--- src/rtl/neuron_spike_in.sv ---
// Wishbone-fed spike FIFO that streams 32-bit spike vectors into the neuron core.
// Optional drop counter at offset 0xC is built only when NEURON_SPIKE_IN_DROPCNT_EN is defined.
module neuron_spike_in #(
  parameter logic [31:0] BASE_ADDR = 32'h3000_3000,
  parameter int          DEPTH     = 8
) (
  input  logic        wb_clk_i,
  input  logic        wb_rst_i,
  input  logic        wbs_cyc_i,
  input  logic        wbs_stb_i,
  input  logic        wbs_we_i,
  input  logic [3:0]  wbs_sel_i,
  input  logic [31:0] wbs_adr_i,
  input  logic [31:0] wbs_dat_i,
  output logic        wbs_ack_o,
  output logic [31:0] wbs_dat_o,
  output logic [31:0] spike_data_o,
  output logic        spike_valid_o,
  input  logic        spike_ready_i
);
  localparam int            AW       = $clog2(DEPTH);
  localparam int            CW       = AW + 1;
  localparam logic [CW-1:0] FULL_CNT = CW'(DEPTH);

  logic [31:0]   offs;
  logic          in_win;
  logic          req;
  logic [1:0]    reg_idx;
  logic          wr_data;
  logic          wr_stat;
  logic          wr_ctrl;
  logic          full_word;
  logic          flush;
  logic          push;
  logic          pop;
  logic          drop;
  logic          empty;
  logic          full;
  logic          enable;
  logic          overflow;
  logic [AW-1:0] wr_ptr;
  logic [AW-1:0] rd_ptr;
  logic [AW-1:0] rd_next;
  logic [CW-1:0] count;
  logic [CW-1:0] cnt_after_pop;
  logic [4:0]    count_ext;
  logic [31:0]   drop_rd;
  logic [31:0]   rd_mux;
  logic [31:0]   head_nxt;
  logic [31:0]   mem [DEPTH];
  logic          unused_offs;

  assign offs        = wbs_adr_i - BASE_ADDR;
  assign in_win      = (offs[31:4] == 28'h0);
  assign unused_offs = &{1'b0, offs[1:0]};
  assign reg_idx     = offs[3:2];
  assign req         = wbs_cyc_i & wbs_stb_i & in_win & ~wbs_ack_o;

  assign wr_data   = req & wbs_we_i & (reg_idx == 2'd0);
  assign wr_stat   = req & wbs_we_i & (reg_idx == 2'd1);
  assign wr_ctrl   = req & wbs_we_i & (reg_idx == 2'd2);
  assign full_word = (wbs_sel_i == 4'hF);
  assign flush     = wr_stat & wbs_dat_i[0];

  assign empty         = (count == '0);
  assign full          = (count == FULL_CNT);
  assign spike_valid_o = enable & ~empty;
  assign pop           = spike_valid_o & spike_ready_i;
  // A full FIFO still accepts a word when the head leaves on the same edge.
  assign push          = wr_data & full_word & (~full | pop);
  assign drop          = wr_data & full_word & full & ~pop;
  assign rd_next       = rd_ptr + AW'(pop);
  assign cnt_after_pop = count - CW'(pop);
  assign count_ext     = 5'(count);

`ifdef NEURON_SPIKE_IN_DROPCNT_EN
  logic       wr_drop;
  logic [7:0] drop_cnt;

  assign wr_drop = req & wbs_we_i & (reg_idx == 2'd3);
  assign drop_rd = {24'h0, drop_cnt};

  always_ff @(posedge wb_clk_i or negedge wb_rst_i) begin
    if (!wb_rst_i)
      drop_cnt <= 8'h0;
    else if (wr_drop)
      drop_cnt <= 8'h0;
    else if (drop && drop_cnt != 8'hFF)
      drop_cnt <= drop_cnt + 8'h1;
  end
`else
  assign drop_rd = 32'h0;
`endif

  always_comb begin
    rd_mux = 32'h0;
    case (reg_idx)
      2'd1:    rd_mux = {23'h0, count_ext, 1'b0, overflow, full, empty};
      2'd2:    rd_mux = {31'h0, enable};
      2'd3:    rd_mux = drop_rd;
      default: rd_mux = 32'h0;
    endcase
  end

  // Next head word: a push into a FIFO that empties this edge bypasses the array.
  always_comb begin
    head_nxt = 32'h0;
    if (!flush && cnt_after_pop != '0)
      head_nxt = mem[rd_next];
    else if (!flush && push)
      head_nxt = wbs_dat_i;
  end

  always_ff @(posedge wb_clk_i) begin
    if (push)
      mem[wr_ptr] <= wbs_dat_i;
  end

  always_ff @(posedge wb_clk_i or negedge wb_rst_i) begin
    if (!wb_rst_i) begin
      wbs_ack_o    <= 1'b0;
      wbs_dat_o    <= 32'h0;
      spike_data_o <= 32'h0;
      enable       <= 1'b0;
      overflow     <= 1'b0;
      wr_ptr       <= '0;
      rd_ptr       <= '0;
      count        <= '0;
    end else begin
      wbs_ack_o    <= req;
      spike_data_o <= head_nxt;
      if (req)
        wbs_dat_o <= rd_mux;
      if (wr_ctrl)
        enable <= wbs_dat_i[0];
      if (drop)
        overflow <= 1'b1;
      else if (wr_stat && wbs_dat_i[2])
        overflow <= 1'b0;
      if (flush) begin
        wr_ptr <= '0;
        rd_ptr <= '0;
        count  <= '0;
      end else begin
        wr_ptr <= wr_ptr + AW'(push);
        rd_ptr <= rd_next;
        count  <= count + CW'(push) - CW'(pop);
      end
    end
  end
endmodule

--- config.mk ---
export PLATFORM = sky130hd
export DESIGN_NAME = neuron_spike_in
export DESIGN_NICKNAME = d
export VERILOG_FILES = /design/src/rtl/neuron_spike_in.sv
export SDC_FILE = /design/constraint.sdc
export NUM_CORES = 1
export LEC_CHECK = 0
export ABC_AREA = 1
export CORE_MARGIN = 4
export CORE_UTILIZATION = 35
export DETAILED_ROUTE_END_ITERATION = 8
export SLEW_MARGIN = 25
export SYNTH_ARGS = -nofsm -noshare
export SYNTH_HDL_FRONTEND = slang
export SYNTH_SLANG_ARGS = --single-unit
--- constraint.sdc ---
create_clock -name wb_clk_i -period 7.9 [get_ports wb_clk_i]
set_input_delay 0.79 -clock wb_clk_i [delete_from_list [all_inputs] [get_ports wb_clk_i]]
set_output_delay 0.79 -clock wb_clk_i [all_outputs]
set_load 0.03 [all_outputs]
## Yosys cells after proc, flatten, opt, wreduce, memory -nomap -nowiden

Memories as Yosys holds them, arrays and structs flattened.
Index checks and enable logic that the tools add are counted.

- $add $sub $neg: 6
- Equal/unequal tests: 4
- Muxes and demuxes: 10
- Bitwise gates (word level): 19
- Reduce and logical (&&, ||, !) cells: 9

Operators with widths:

| cell | number |
|---|---|
| $mux W32 | 2 |
| $sub A32 B30 Y32 const B | 1 |
| $logic_not A28 Y1 | 1 |
| $pmux W8 S2 | 1 |
| $and A1 B1 Y1 | 14 |
| $eq A4 B4 Y1 const B | 2 |
| $sub A4 B1 Y4 | 2 |
| $add A3 B1 Y3 | 2 |
| $mux W3 | 2 |
| $add A4 B1 Y4 | 1 |
| $logic_not A4 Y1 | 1 |
| $mux W1 | 4 |
| $mux W4 | 1 |
| $not A1 Y1 | 4 |
| $reduce_bool A4 Y1 | 1 |
| $logic_and A1 B1 Y1 | 3 |
| $eq A2 B1 Y1 const B | 1 |
| $eq A2 B2 Y1 const B | 1 |
| $logic_not A2 Y1 | 1 |
| $reduce_bool A2 Y1 | 1 |
| $logic_not A1 Y1 | 1 |
| $or A1 B1 Y1 | 1 |

- Register bits: 77
- RAM bits: 256
- Output and inout port bits: 66
- Memories: 1

Memory list:

| memory | words | bits a word | read ports | clocked after Yosys merged registers in | wr ports | RTL line | source |
|---|---|---|---|---|---|---|---|
| mem | 8 | 32 | 1 | 0 | 1 | 50 | `logic [31:0] mem [DEPTH];` |

## Longest topological paths before layout

Gate-level depths: netlist (run 1).

- Word-level depth: 11
- Gate-level depth with buffers: 18
- Gate-level depth less buffers: 17

## Worst setup path after synthesis (run 1)

Ideal clock, no wire load.

- Path kind: input-to-reg
- Start point: input wbs_adr_i[18]
- End point: memory mem[2][0], enable pin
- Setup time: 0.461 ns
- Arrival time: 4.329 ns
- Data required time: 7.439 ns
- Path slack: 3.109 ns
- Stages: 11
- Path buffers: 0
- Cells stage by stage: nor2_1 > nand2_1 > nor2_4 > nand2_1 > nand2_1 > nand2_1 > xor2_1 > nand4_1 > nor3_4 > nand2_1 > nor3_1

- Cells in the longest elaborated chain, start to end: 10

Ends and longest elaborated chain:

| item | RTL line | source |
|---|---|---|
| start: declaration | 13 | `input logic [31:0] wbs_adr_i,` |
| $sub A32 B30 Y32 | 53 | `assign offs = wbs_adr_i - BASE_ADDR;` |
| $logic_not A28 Y1 | 54 | `assign in_win = (offs[31:4] == 28'h0);` |
| $and A1 B1 Y1 (2 in a row) | 57 | `assign req = wbs_cyc_i & wbs_stb_i & in_win & ~wbs_ack_o;` |
| $and A1 B1 Y1 (2 in a row) | 59 | `assign wr_data = req & wbs_we_i & (reg_idx == 2'd0);` |
| $and A1 B1 Y1 (2 in a row) | 70 | `assign push = wr_data & full_word & (~full \| pop);` |
| $mux W1 | 115 | `if (push)` |
| $mux W1 (not written as such) | 116 | `mem[wr_ptr] <= wbs_dat_i;` |
| end: declaration | 50 |  |

No other way between the ends.

## Worst setup path in the final report (run 1)

- Start point: input wbs_adr_i[16]
- End point: memory mem[1][14], enable pin

The elaborated chain is that of the path after synthesis.

==> summary.md, run 1 <==
| Metric | Value |
|---|---|
| CORE AREA | `36600 um2` |
| Final setup viols | `0` |
| Combinational share of power | `between 40% and 50%` |
| Internal | `about 3.5 mW` |
| Overall routing resource usage | `roughly 15%` |
| Clock skew | `between 0.007 and 0.008 ns` |
| Setup bufs post-CTS | `0` |
| GR peak layer | `met2` |
| Grt met1 use | `roughly 20%` |
| Pre-antenna DRT Iters | `5` |
| Slew HR | `slightly above 40%` |
| Sw Share | `between 30% and 40%` |
| Minimum clock period | `about 4.3 ns` |
| Pin count of the biggest net entering global routing | `roughly 110` |
| Worst R2R Path Depth | `15` |
| Critical Path Fanout Max | `36` |
| CP required | `between 8 and 9 ns` |
| Kind of critical path | `input port to flop` |
| Syn_area_per_cell | `between 10 and 15 um2` |
| GR Util met3 | `2.92%` |
| RR Endpoint | `spike_data_o[12]$_DFF_PN0_` |
| Worst Setup Slack, final | `approximately 3.6 ns` |
| Clock Pin Slew Worst Setup and Hold Paths | `roughly 0.06 ns` |
| Max-cap violations | `0` |
| Die area | `40300 um2` |
| Unrepaired setup endpoints after global routing | `false` |
| Clk Latency, worst-skew pair | `0.56 ns` |
| CTS tree | `yes` |
| Final slew viol count | `0` |
| Total of warnings raised by yosys | `0` |
| DP Worst Slack | `between 2 and 3 ns` |
| DRT antenna net count | `0` |
| Syn Inst Count | `between 1000 and 1500` |
| Vias per inst | `about 5.1` |
| Hpwl dp | `~17000 um` |
| GR met2 Demand/Resource | `24.8%` |
| Mapped cell area | `13000 um2` |
| Drt total wl | `slightly above 30000 um` |
| NetSw | `about 2.1 mW` |
| Die extent in y | `between 200 and 250 um` |
| Seq pwr share | `about 34%` |
| Number of global-route vias before repair | `8519` |
| Final Hold Viols | `0` |
| Worst EP arrival | `4.48 ns` |
| Endpoint type of the worst setup path | `flop` |
| Final nets | `1295` |
| Status | `complete, no violations` |
| EDFF count, synth | `between 200 and 300` |
| Routed WL per cell | `between 15 and 20 um` |
| Buffers on Ports | `approximately 110` |
| Post-CTS Resized | `0` |
| Longest Clk Path Bufs | `3` |
| PwrDens | `approximately 360 nW/um2` |
| WHS | `0.403 ns` |
| TritonCTS buffer count | `31` |
| Seq/Total Area, Yosys | `69.2%` |
| Hold crit path type | `input port to async pin` |
| Fmax | `approximately 230 MHz` |
| Distinct cells, synth | `36` |
| Number of hold buffers added after CTS | `0` |
| # fillers | `around 3400` |
| CTS Sinks | `308` |
| Die W | `between 200 and 250 um` |
| H-Tree Level Count | `1` |
| Worst R2R Setup Slack | `3.85 ns` |
| Setup TNS | `0 ns` |
| Area delta synth->final | `19.7%` |
| Leakage | `between 5 and 6 nW` |
| I/O pin count | `140` |
| Initial antenna violation count | `1` |
| Total number of vias | `a little under 9000` |
| Grt total ovfl | `0` |
| Peak supply drop | `0.210 mV` |
| Crit share post-route | `between 50% and 60%` |
| Clk root buf | `clkbuf_16` |
| Worst-Margin Slew | `around 0.9 ns` |
| Async set-reset flop share out of synthesis | `between 10% and 20%` |
| Ys flop type | `edfxtp_1` |
| N_diodes | `0` |
| Iter 0 DRT Violations | `between 700 and 800` |
| FP Rows | `70` |
| First-pass GRT wire length | `48500 um` |
| Clock network power share | `between 20 and 30%` |
| Worst Setup Start Kind | `input port` |
| Initial Util | `around 36%` |
| Worst r2r src | `count[2]$_DFF_PN0_` |
| Layout cells sized above 1 | `under 10%` |
| GP Congestion | `0.789` |
| Flops & latches, synth | `308` |
| # DRC | `0` |
[cell usage in the layout, fill, tap and decap left out, drive strengths merged, types with 33 or more instances in the layout]
| master | instances |
|---|---|
| a21oi | 33 |
| nand3 | 46 |
| clkdlybuf4s50 | 111 |
| dfrtp | 52 |
| clkbuf | 42 |
| nor2 | 106 |
| edfxtp | 256 |
| inv | 50 |
| o21ai | 102 |
| nand4 | 34 |
| nand2 | 223 |
[area by class of cell]
type | instances | area (um2) | share of cell area (%)
clock buffer | 42 | 837 | 5.38
clock inverter | 16 | 146 | 0.941
multi-input combinational | 677 | 3510 | 22.6
inverter | 50 | 189 | 1.21
timing repair buffer | 136 | 1300 | 8.36
sequential | 308 | 8990 | 57.8
tap | 468 | 586 | 3.76
[kinds of logic after synthesis]
group | Yosys count | synth area share (%)
buffers and inverters | 140 | 5.19
flip-flops | 308 | 69.2
AND/OR/NAND/NOR | 422 | 13.8
adder cells (fa/ha/maj) | 17 | 1.69
other | 1 | 0.0288
XOR/XNOR | 6 | 0.404
AO/OA/AOI/OAI | 207 | 9.71
[routing by layer]
layer,share of wire [%],wire length (um)
met1,45,13900
met2,47,14400
met3,5.9,1820
met4,2.0,631
met5,0.042,13
[synth_stat cells (all sizes together) (2+ instances only)]
| cell | instances | area share, % |
|---|---|---|
| a21oi | 33 | 1.3 |
| a32o | 32 | 2.5 |
| buf | 40 | 2.3 |
| clkbuf | 50 | 1.4 |
| clkinv | 2 | 0.058 |
| dfrtp | 52 | 10 |
| edfxtp | 256 | 59 |
| ha | 16 | 1.5 |
| inv | 48 | 1.4 |
| nand2 | 223 | 6.5 |
| nand3 | 46 | 1.8 |
| nand4 | 34 | 1.6 |
| nor2 | 106 | 3.2 |
| nor3 | 9 | 0.43 |
| o21ai | 102 | 3.9 |
| o22ai | 32 | 1.5 |
| o31ai | 5 | 0.29 |
| xnor2 | 4 | 0.27 |
| xor2 | 2 | 0.13 |
[power groups by stage]
| stage | Sequential [mW] | Combinational, mW | Clock [mW] |
|---|---|---|---|
| 6_report | 1.91 | 2.28 | 1.41 |
| 5_1_grt | 1.92 | 2.57 | 1.52 |
| 4_1_cts | 1.92 | 2.32 | 1.45 |
| 3_5_place_dp | 1.95 | 2.31 | 0 |
| 3_3_place_gp | 1.95 | 2.28 | 0 |
| 2_1_floorplan | 2.11 | 1.44 | 0 |
[stage by stage]
stage	util, %	cell area (um2)	cells	total power [mW]
final	42.5	15600	1697	5.61
after global routing	42.5	15600	1697	6.02
after CTS	42.5	15600	1697	5.69
after detailed placement	39.8	14600	1639	4.26
after global placement	39.8	14600	1639	4.23
after floorplan	-	13100	1125	3.55
[critical path: stages]
cell and delay [ns]:
clkdlybuf4s50_1 0.48, nor2_1 0.18, nand2_1 0.12, nor2_4 0.15, nand2_1 0.11, nand2_1 0.06
nand2_1 0.07, xor2_1 0.22, nand4_1 0.22, nor3_4 0.15, buf_4 0.48, nand2_1 0.31
nor3_4 0.65, buf_4 0.47
[how the worst max path moves through the flow]
stage | from | to | cells after the start
floorplan | wbs_adr_i[18] | mem[2][0]$_DFFE_PP_ | 11
global placement | wbs_adr_i[16] | mem[1][14]$_DFFE_PP_ | 14
detailed placement | wbs_adr_i[16] | mem[1][14]$_DFFE_PP_ | 14
CTS | wbs_adr_i[16] | mem[1][21]$_DFFE_PP_ | 14
global route | wbs_adr_i[14] | mem[1][5]$_DFFE_PP_ | 16
finish | wbs_adr_i[16] | mem[1][14]$_DFFE_PP_ | 14
[registers in the layout, indices dropped and copies added, names as in the netlist]
register and cells:
count 4, spike_data_o 32, wbs_ack_o 1, rd_ptr 3, mem 256, enable 1
overflow 1, wbs_dat_o 7, wr_ptr 3
Note: power is estimated with default switching activity, not from simulation.
==> run 2: changes to the inputs <==
==> constraint.sdc (replaced) <==
create_clock -name wb_clk_i -period 3.7 [get_ports wb_clk_i]
set_input_delay 0.37 -clock wb_clk_i [delete_from_list [all_inputs] [get_ports wb_clk_i]]
set_output_delay 0.37 -clock wb_clk_i [all_outputs]
set_load 0.03 [all_outputs]
==> run 2 against run 1 <==
Compared with the run above:
- sequential share of layout area down 0.87 points
- global-route usage down 0.32 points
- non-clock buffer count increased by 7
- combinational power increased by 120%
- die area did not move
- hold slack got worse by 0.064 ns
- flip-flop and latch count unchanged
==> summary.md, run 2 (synthesized netlist as in run 1, its figures left out) <==
| Metric | Value |
|---|---|
| Status | `complete, no violations` |
| Final core occ | `43.1% (+0.65 points)` |
| Setup TNS | `0 ns (unchanged)` |
| Fmax | `between 300 and 400 MHz` |
| Pin count of the biggest net entering global routing | `129 (+19%)` |
| Commonest non-fill, non-tap cells in the layout | `edfxtp_1 (256), nand2_1 (222), clkdlybuf4s50_1 (111), o21ai_0 (102), nor2_1 (101)` |
| GR met2 Demand/Resource | `24.1% (-0.68 points)` |
| CP required | `4.16 ns (-3.96 ns)` |
| Unrepaired setup endpoints after global routing | `false` |
| Peak supply drop | `0.624 mV (+200%)` |
| Critical-path top delay cell | `a2111oi_4` |
| Placed insts | `1645 (+0.37%)` |
| CORE AREA | `36600 um2 (unchanged)` |
| Critical Path Fanout Max | `18 (-50%)` |
| Final Hold Viols | `0 (unchanged)` |
| Worst R2R Setup Slack | `0.64 ns (-3.21 ns)` |
| Vias per inst | `5.04 (-1.6%)` |
| DRT antenna net count | `0 (unchanged)` |
| Worst-Margin Slew | `0.587 ns (-0.293 ns)` |
| Leakage | `5.73 nW (+1.9%)` |
| GR peak layer | `met2` |
| Post-CTS Resized | `0 (unchanged)` |
| Layout cells sized above 1 | `8.42% (+0.69 points)` |
| Longest Clk Path Bufs | `3 (unchanged)` |
| GR Util met3 | `2.73% (-0.19 points)` |
| Largest registers | `mem x256, spike_data_o x32, wbs_dat_o x7` |
| Clock Pin Slew Worst Setup and Hold Paths | `0.06 ns (about the same)` |
| Clk Latency, worst-skew pair | `0.54 ns (-0.02 ns)` |
| Number of hold buffers added after CTS | `1 (+1)` |
| Area delta synth->final | `21.5%` |
| Initial antenna violation count | `2 (+1)` |
| Initial Util | `35.5% (unchanged)` |
| CTS tree | `yes` |
| Multi-input logic area | `3500 um2 (-0.36%)` |
| Pre-antenna DRT Iters | `5 (unchanged)` |
| Total number of vias | `8587 (-1.2%)` |
| PwrDens | `778 nW/um2 (+120%)` |
| Endpoint type of the worst setup path | `flop` |
| Buffers on Ports | `112 (unchanged)` |
| # DRC | `0 (unchanged)` |
| Die area | `40300 um2 (unchanged)` |
| Final nets | `1302 (+0.54%)` |
| First-pass GRT wire length | `48100 um (-0.64%)` |
| Hpwl dp | `17600 um (+2.8%)` |
| Number of global-route vias before repair | `8540 (+0.25%)` |
| Worst r2r src | `count[2]$_DFF_PN0_` |
| Worst Setup Start Kind | `flop` |
| Commonest non-fill, non-tap cell in the layout | `edfxtp_1` |
| Grt total ovfl | `0 (unchanged)` |
| Cell mode on critical path | `nand2_1` |
| Slew HR | `60.8% (+20 points)` |
| TritonCTS buffer count | `31 (unchanged)` |
| Kind of critical path | `flop to flop` |
| FP Rows | `70 (unchanged)` |
| Non-Filler Instances | `1704 (+0.41%)` |
| Overall routing resource usage | `14.6% (-0.32 points)` |
| Slowest Stage Delay on Critical Path | `0.43 ns (-0.22 ns)` |
| Routed WL per cell | `17.7 um (-2.4%)` |
| Clock skew | `0.0151 ns (+0.00722 ns)` |
| Max FFs per register | `256 (unchanged)` |
| Clk root buf | `clkbuf_16` |
| Worst R2R Path Depth | `15 (unchanged)` |
| Crit share post-route | `~83%` |
| H-Tree Level Count | `1 (unchanged)` |
| Hold crit path type | `input port to async pin` |
| Register area | `8990 um2 (unchanged)` |
| Grt met1 use | `20.2% (about the same)` |
| I/O pin count | `140 (unchanged)` |
| Max-cap violations | `0 (unchanged)` |
| RR Endpoint | `spike_data_o[17]$_DFF_PN0_` |
| Minimum clock period | `3.06 ns` |
| Final setup viols | `0 (unchanged)` |
| Final slew viol count | `0 (unchanged)` |
| Iter 0 DRT Violations | `736 (+1.4%)` |
| Die W | `201 um (unchanged)` |
| Die extent in y | `201 um (unchanged)` |
| # fillers | `3356 (-1.5%)` |
| Cell Chain, Critical Path | `inv_1 > ha_1 > a31oi_1 > nand2_1 > inv_1 > ha_1 > inv_1 > nand2_1 > nand2_1 > nand2_1 > inv_1 > a2111oi_4 > buf_4 > nand4_1 > nand2_1` |
| Worst EP arrival | `3.52 ns (-0.96 ns)` |
| Drt total wl | `30200 um (-1.9%)` |
| Setup bufs post-CTS | `0 (unchanged)` |
| Largest reg by FF count | `mem` |
| GP Congestion | `0.798 (+1.2%)` |
| CTS Sinks | `308 (unchanged)` |
-- run 2: cell count changes in the layout (fill, tap and decap cells not counted), moves of 3 or more --
cell / change
buf_12: +11
buf_4: -3
clkbuf_1: -4
clkinv_2: +3
-- run 2: worst max path at each step --
stage	slack (ns)	endpoint	from
global route	0.39	spike_data_o[20]$_DFF_PN0_	count[2]$_DFF_PN0_
floorplan	-0.97	mem[2][0]$_DFFE_PP_	count[2]$_DFF_PN0_
global placement	0.35	mem[7][8]$_DFFE_PP_	wbs_adr_i[17]
finish	0.64	spike_data_o[17]$_DFF_PN0_	count[2]$_DFF_PN0_
detailed placement	0.32	mem[7][8]$_DFFE_PP_	wbs_adr_i[17]
CTS	0.59	spike_data_o[17]$_DFF_PN0_	count[2]$_DFF_PN0_
-- run 2: cell type report --
cell class                      instances  area share [%]
Sequential cell                       308            56.9
Multi-Input combinational cell        677            22.1
Timing Repair Buffer                  143            9.44
Clock buffer                           40            5.38
Tap cell                              468            3.71
Clock inverter                         17            1.20
Inverter                               50            1.20
Antenna cell                            1          0.0158
-- run 2: stage by stage --
step           power (mW)  worst slack, ns  instance area [um2]  hold slack [ns]
3_5_place_dp         9.26            0.324                14700            0.481
6_report             12.3            0.637                15800            0.340
3_3_place_gp         9.20            0.351                14700            0.470
5_1_grt              13.2            0.388                15800            0.402
2_1_floorplan        7.58           -0.972                13100           0.0744
4_1_cts              12.4            0.588                15800            0.496
-- run 2: routing by layer --
metal | wire length (um) | part of all wire [%]
met1 | 13700 | 45
met2 | 14100 | 46
met3 | 1910 | 6.3
met4 | 582 | 1.9
met5 | 12 | 0.040
-- run 2: worst max-delay path: cells and delay by family (launching register included) --
kind                     cells  cell delay [ns]
AO/OA/AOI/OAI                2             0.70
adder cells (fa/ha/maj)      2             0.42
buffers and inverters        5             0.82
flip-flops                   1             0.40
AND/OR/NAND/NOR              6             0.61
-- run 2: where the power goes --
part / internal, mW / leakage, nW / switching [mW] / total, mW
logic: 1.87 / 2.27 / 3.18 / 5.05
clock network: 1.89 / 0.508 / 1.25 / 3.14
registers: 4.01 / 2.95 / 0.0832 / 4.09
total: 7.77 / 5.73 / 4.52 / 12.3
==> run 3: changes to the inputs <==
==> constraint.sdc (replaced) <==
create_clock -name wb_clk_i -period 3.2 [get_ports wb_clk_i]
set_input_delay 0.32 -clock wb_clk_i [delete_from_list [all_inputs] [get_ports wb_clk_i]]
set_output_delay 0.32 -clock wb_clk_i [all_outputs]
set_load 0.03 [all_outputs]
==> run 3 against run 2 <==
Compared with the run above:
- register-to-register slack lost 0.36 ns
- final cell count grew 1.1%
- flip-flop and latch count is the same
- global-route usage grew 0.56 points
- design area grew 1.9%
- non-clock buffer count grew 15
- sequential share of layout area shrank 1.0 points
- first-iteration DRC count shrank 16%
- count of clock-buffer cells in the layout grew 2
- wire length grew 4.0%
- critical endpoint is now spike_data_o[3]$_DFF_PN0_
- largest cell class unchanged
- largest power group unchanged
==> summary.md, run 3 (synthesized netlist as in run 1, its figures left out) <==
| Metric | Value |
|---|---|
| Status | `complete, no violations` |
| Largest reg by FF count | `mem` |
| Critical-path top delay cell | `dfrtp_1` |
| NetSw | `5.33 mW (+18%)` |
| Drt total wl | `31400 um (+4.0%)` |
| Combinational share of power | `40.7% (-0.4 points)` |
| Total number of vias | `8724 (+1.6%)` |
| Worst Setup Slack, final | `0.277 ns (-0.361 ns)` |
| Longest Clk Path Bufs | `3 (unchanged)` |
| Layout cells sized above 1 | `9.57% (+1.1 points)` |
| Sw Share | `36.5% (-0.28 points)` |
| # DRC | `0 (unchanged)` |
| Pre-antenna DRT Iters | `5 (unchanged)` |
| Worst EP arrival | `3.33 ns (-0.19 ns)` |
| Clk Latency, worst-skew pair | `0.50 ns (-0.04 ns)` |
| Largest registers | `mem x256, spike_data_o x32, wbs_dat_o x7` |
| Internal | `9.28 mW (+19%)` |
| Vias per inst | `5.06 (+0.48%)` |
| PwrDens | `908 nW/um2 (+17%)` |
| Kind of critical path | `flop to flop` |
| DP Worst Slack | `-0.0437 ns (-0.368 ns)` |
| Clock network power share | `26.9% (+1.3 points)` |
| Hpwl dp | `18700 um (+6.3%)` |
| CP top delay family | `adder cells` |
| FP Rows | `70 (unchanged)` |
| Peak supply drop | `0.742 mV (+19%)` |
| Die area | `40300 um2 (unchanged)` |
| Worst-Margin Slew | `0.581 ns (-0.00596 ns)` |
| Initial Util | `35.5% (unchanged)` |
| Initial antenna violation count | `3 (+1)` |
| Unrepaired setup endpoints after global routing | `false` |
| Critical Path Fanout Max | `32 (+14)` |
| Final slew viol count | `0 (unchanged)` |
| Met2 wire length | `14900 um (+5.7%)` |
| I/O pin count | `140 (unchanged)` |
| Final Hold Viols | `0 (unchanged)` |
| Final nets | `1320 (+1.4%)` |
| Routed WL per cell | `18.2 um (+2.8%)` |
| Clk root buf | `clkbuf_16` |
| Iter 0 DRT Violations | `621 (-16%)` |
| Leakage | `5.89 nW (+2.8%)` |
| Top Layer Used | `met5` |
| First-pass GRT wire length | `49100 um (+2.0%)` |
| CP Buf/Inv Count | `3 (-2)` |
| Hold crit path type | `input port to async pin` |
| Wl on met1 | `14100 um (+3.3%)` |
| Post-route cell area | `16100 um2 (+1.9%)` |
| Seq pwr share | `32.4% (-0.9 points)` |
| CORE AREA | `36600 um2 (unchanged)` |
| Final setup viols | `0 (unchanged)` |
| Clock skew | `0.0154 ns (+0.000293 ns)` |
| Area delta synth->final | `23.8%` |
| Met3 WL | `1930 um (+0.73%)` |
| Pin count of the biggest net entering global routing | `69 (-47%)` |
| Max-cap violations | `0 (unchanged)` |
| GP Congestion | `0.780 (-2.3%)` |
| H-Tree Level Count | `2 (+1)` |
| Post-DP Area | `14900 um2 (+1.4%)` |
| CP required | `3.61 ns (-0.55 ns)` |
| Number of global-route vias before repair | `8630 (+1.1%)` |
| Commonest non-fill, non-tap cell in the layout | `edfxtp_1` |
| Fmax | `342 MHz (+4.8%)` |
| CTS tree | `yes` |
| Cell mode on critical path | `nand2_1` |
| Minimum clock period | `2.92 ns (-0.139 ns)` |
| Die W | `201 um (unchanged)` |
| Setup TNS | `0 ns (unchanged)` |
| TritonCTS buffer count | `34 (+9.7%)` |
| # fillers | `3335 (-0.63%)` |
| Endpoint type of the worst setup path | `flop` |
| Setup bufs post-CTS | `0 (unchanged)` |
| Die extent in y | `201 um (unchanged)` |
| Commonest non-fill, non-tap cells in the layout | `edfxtp_1 (256), nand2_1 (222), clkdlybuf4s50_1 (111), o21ai_0 (102), nor2_1 (101)` |
| CTS Sinks | `308 (unchanged)` |
| Overall routing resource usage | `15.1% (+0.56 points)` |
| DRT antenna net count | `0 (unchanged)` |
| Max FFs per register | `256 (unchanged)` |
| Slowest Stage Delay on Critical Path | `0.42 ns (about the same)` |
| Clock Pin Slew Worst Setup and Hold Paths | `0.06 ns (about the same)` |
| Worst Setup Start Kind | `flop` |
| Cell Chain, Critical Path | `inv_1 > ha_1 > a31oi_4 > nand2_1 > inv_1 > ha_4 > ha_1 > buf_4 > o21ai_0 > o22ai_1 > nand2_1 > o21ai_0 > nand3_1 > nand2_1` |
| Slew HR | `61.2% (+0.40 points)` |
| Crit share post-route | `91.3% (+8.6 points)` |
| Grt total ovfl | `0 (unchanged)` |
| Buffers on Ports | `112 (unchanged)` |
run 3: changes by cell type in the layout (fill, tap and decap cells not counted), moves of 2 or more:
cell        previous run  this run
clkinvlp_4             3         1
clkbuf_16             31        35
clkinv_1               3         6
nor3_2                 8         0
buf_4                 20        33
buf_12                11        13
nor3_4                 1         9
clkbuf_8               4         1
run 3: worst paths after layout:
path / startpoint / endpoint / slack (ns) / cells after the start
max: count[2]$_DFF_PN0_ / spike_data_o[3]$_DFF_PN0_ / 0.28 / 14
min: wb_rst_i / wbs_ack_o$_DFF_PN0_ / 0.40 / 2
max reg2reg: count[2]$_DFF_PN0_ / spike_data_o[3]$_DFF_PN0_ / 0.28 / 14
min reg2reg: overflow$_DFFE_PN0P_ / overflow$_DFFE_PN0P_ / 0.49 / 2
max in group asynchronous: wb_rst_i / spike_data_o[0]$_DFF_PN0_ / 2.13 / 3
min in group wb_clk_i: overflow$_DFFE_PN0P_ / overflow$_DFFE_PN0P_ / 0.49 / 2
run 3: final cells by class:
type                            count  area [um2]  area share, %
Antenna cell                        1        2.50         0.0156
Timing Repair Buffer              158        1630           10.1
Inverter                           50         189           1.17
Multi-Input combinational cell    677        3560           22.1
Clock buffer                       42         912           5.67
Tap cell                          468         586           3.64
Sequential cell                   308        8990           55.9
Clock inverter                     19         220           1.37
run 3: stage by stage:
stage / util, % / std cells / hold WS [ns] / total power, mW
2_1_floorplan: - / 1125 / 0.0244 / 8.78
5_1_grt: 43.9 / 1722 / 0.446 / 15.5
3_5_place_dp: 40.8 / 1660 / 0.480 / 10.8
6_report: 44.0 / 1723 / 0.395 / 14.6
4_1_cts: 43.9 / 1721 / 0.0309 / 14.8
3_3_place_gp: 40.8 / 1660 / 0.466 / 10.7
run 3: layer usage:
layer / track usage (%) / vias to the layer above
met5: 0 / -
met4: 3.20 / 2
met3: 3.10 / 42
met2: 25.5 / 274
met1: 20.5 / 4262
li1: - / 4144
run 3: repair_timing:
action	CTS	global route
hold endpoints to repair	0	38
gates resized for setup	0	0
hold buffers	0	1
run 3: power groups by stage:
stage                     Clock [mW]  Sequential [mW]  Combinational [mW]
after floorplan                    0             5.22                3.57
after global placement             0             4.81                5.90
after detailed placement           0             4.82                5.97
after CTS                       4.02             4.74                6.01
after global routing            4.18             4.76                6.58
final                           3.94             4.73                5.94
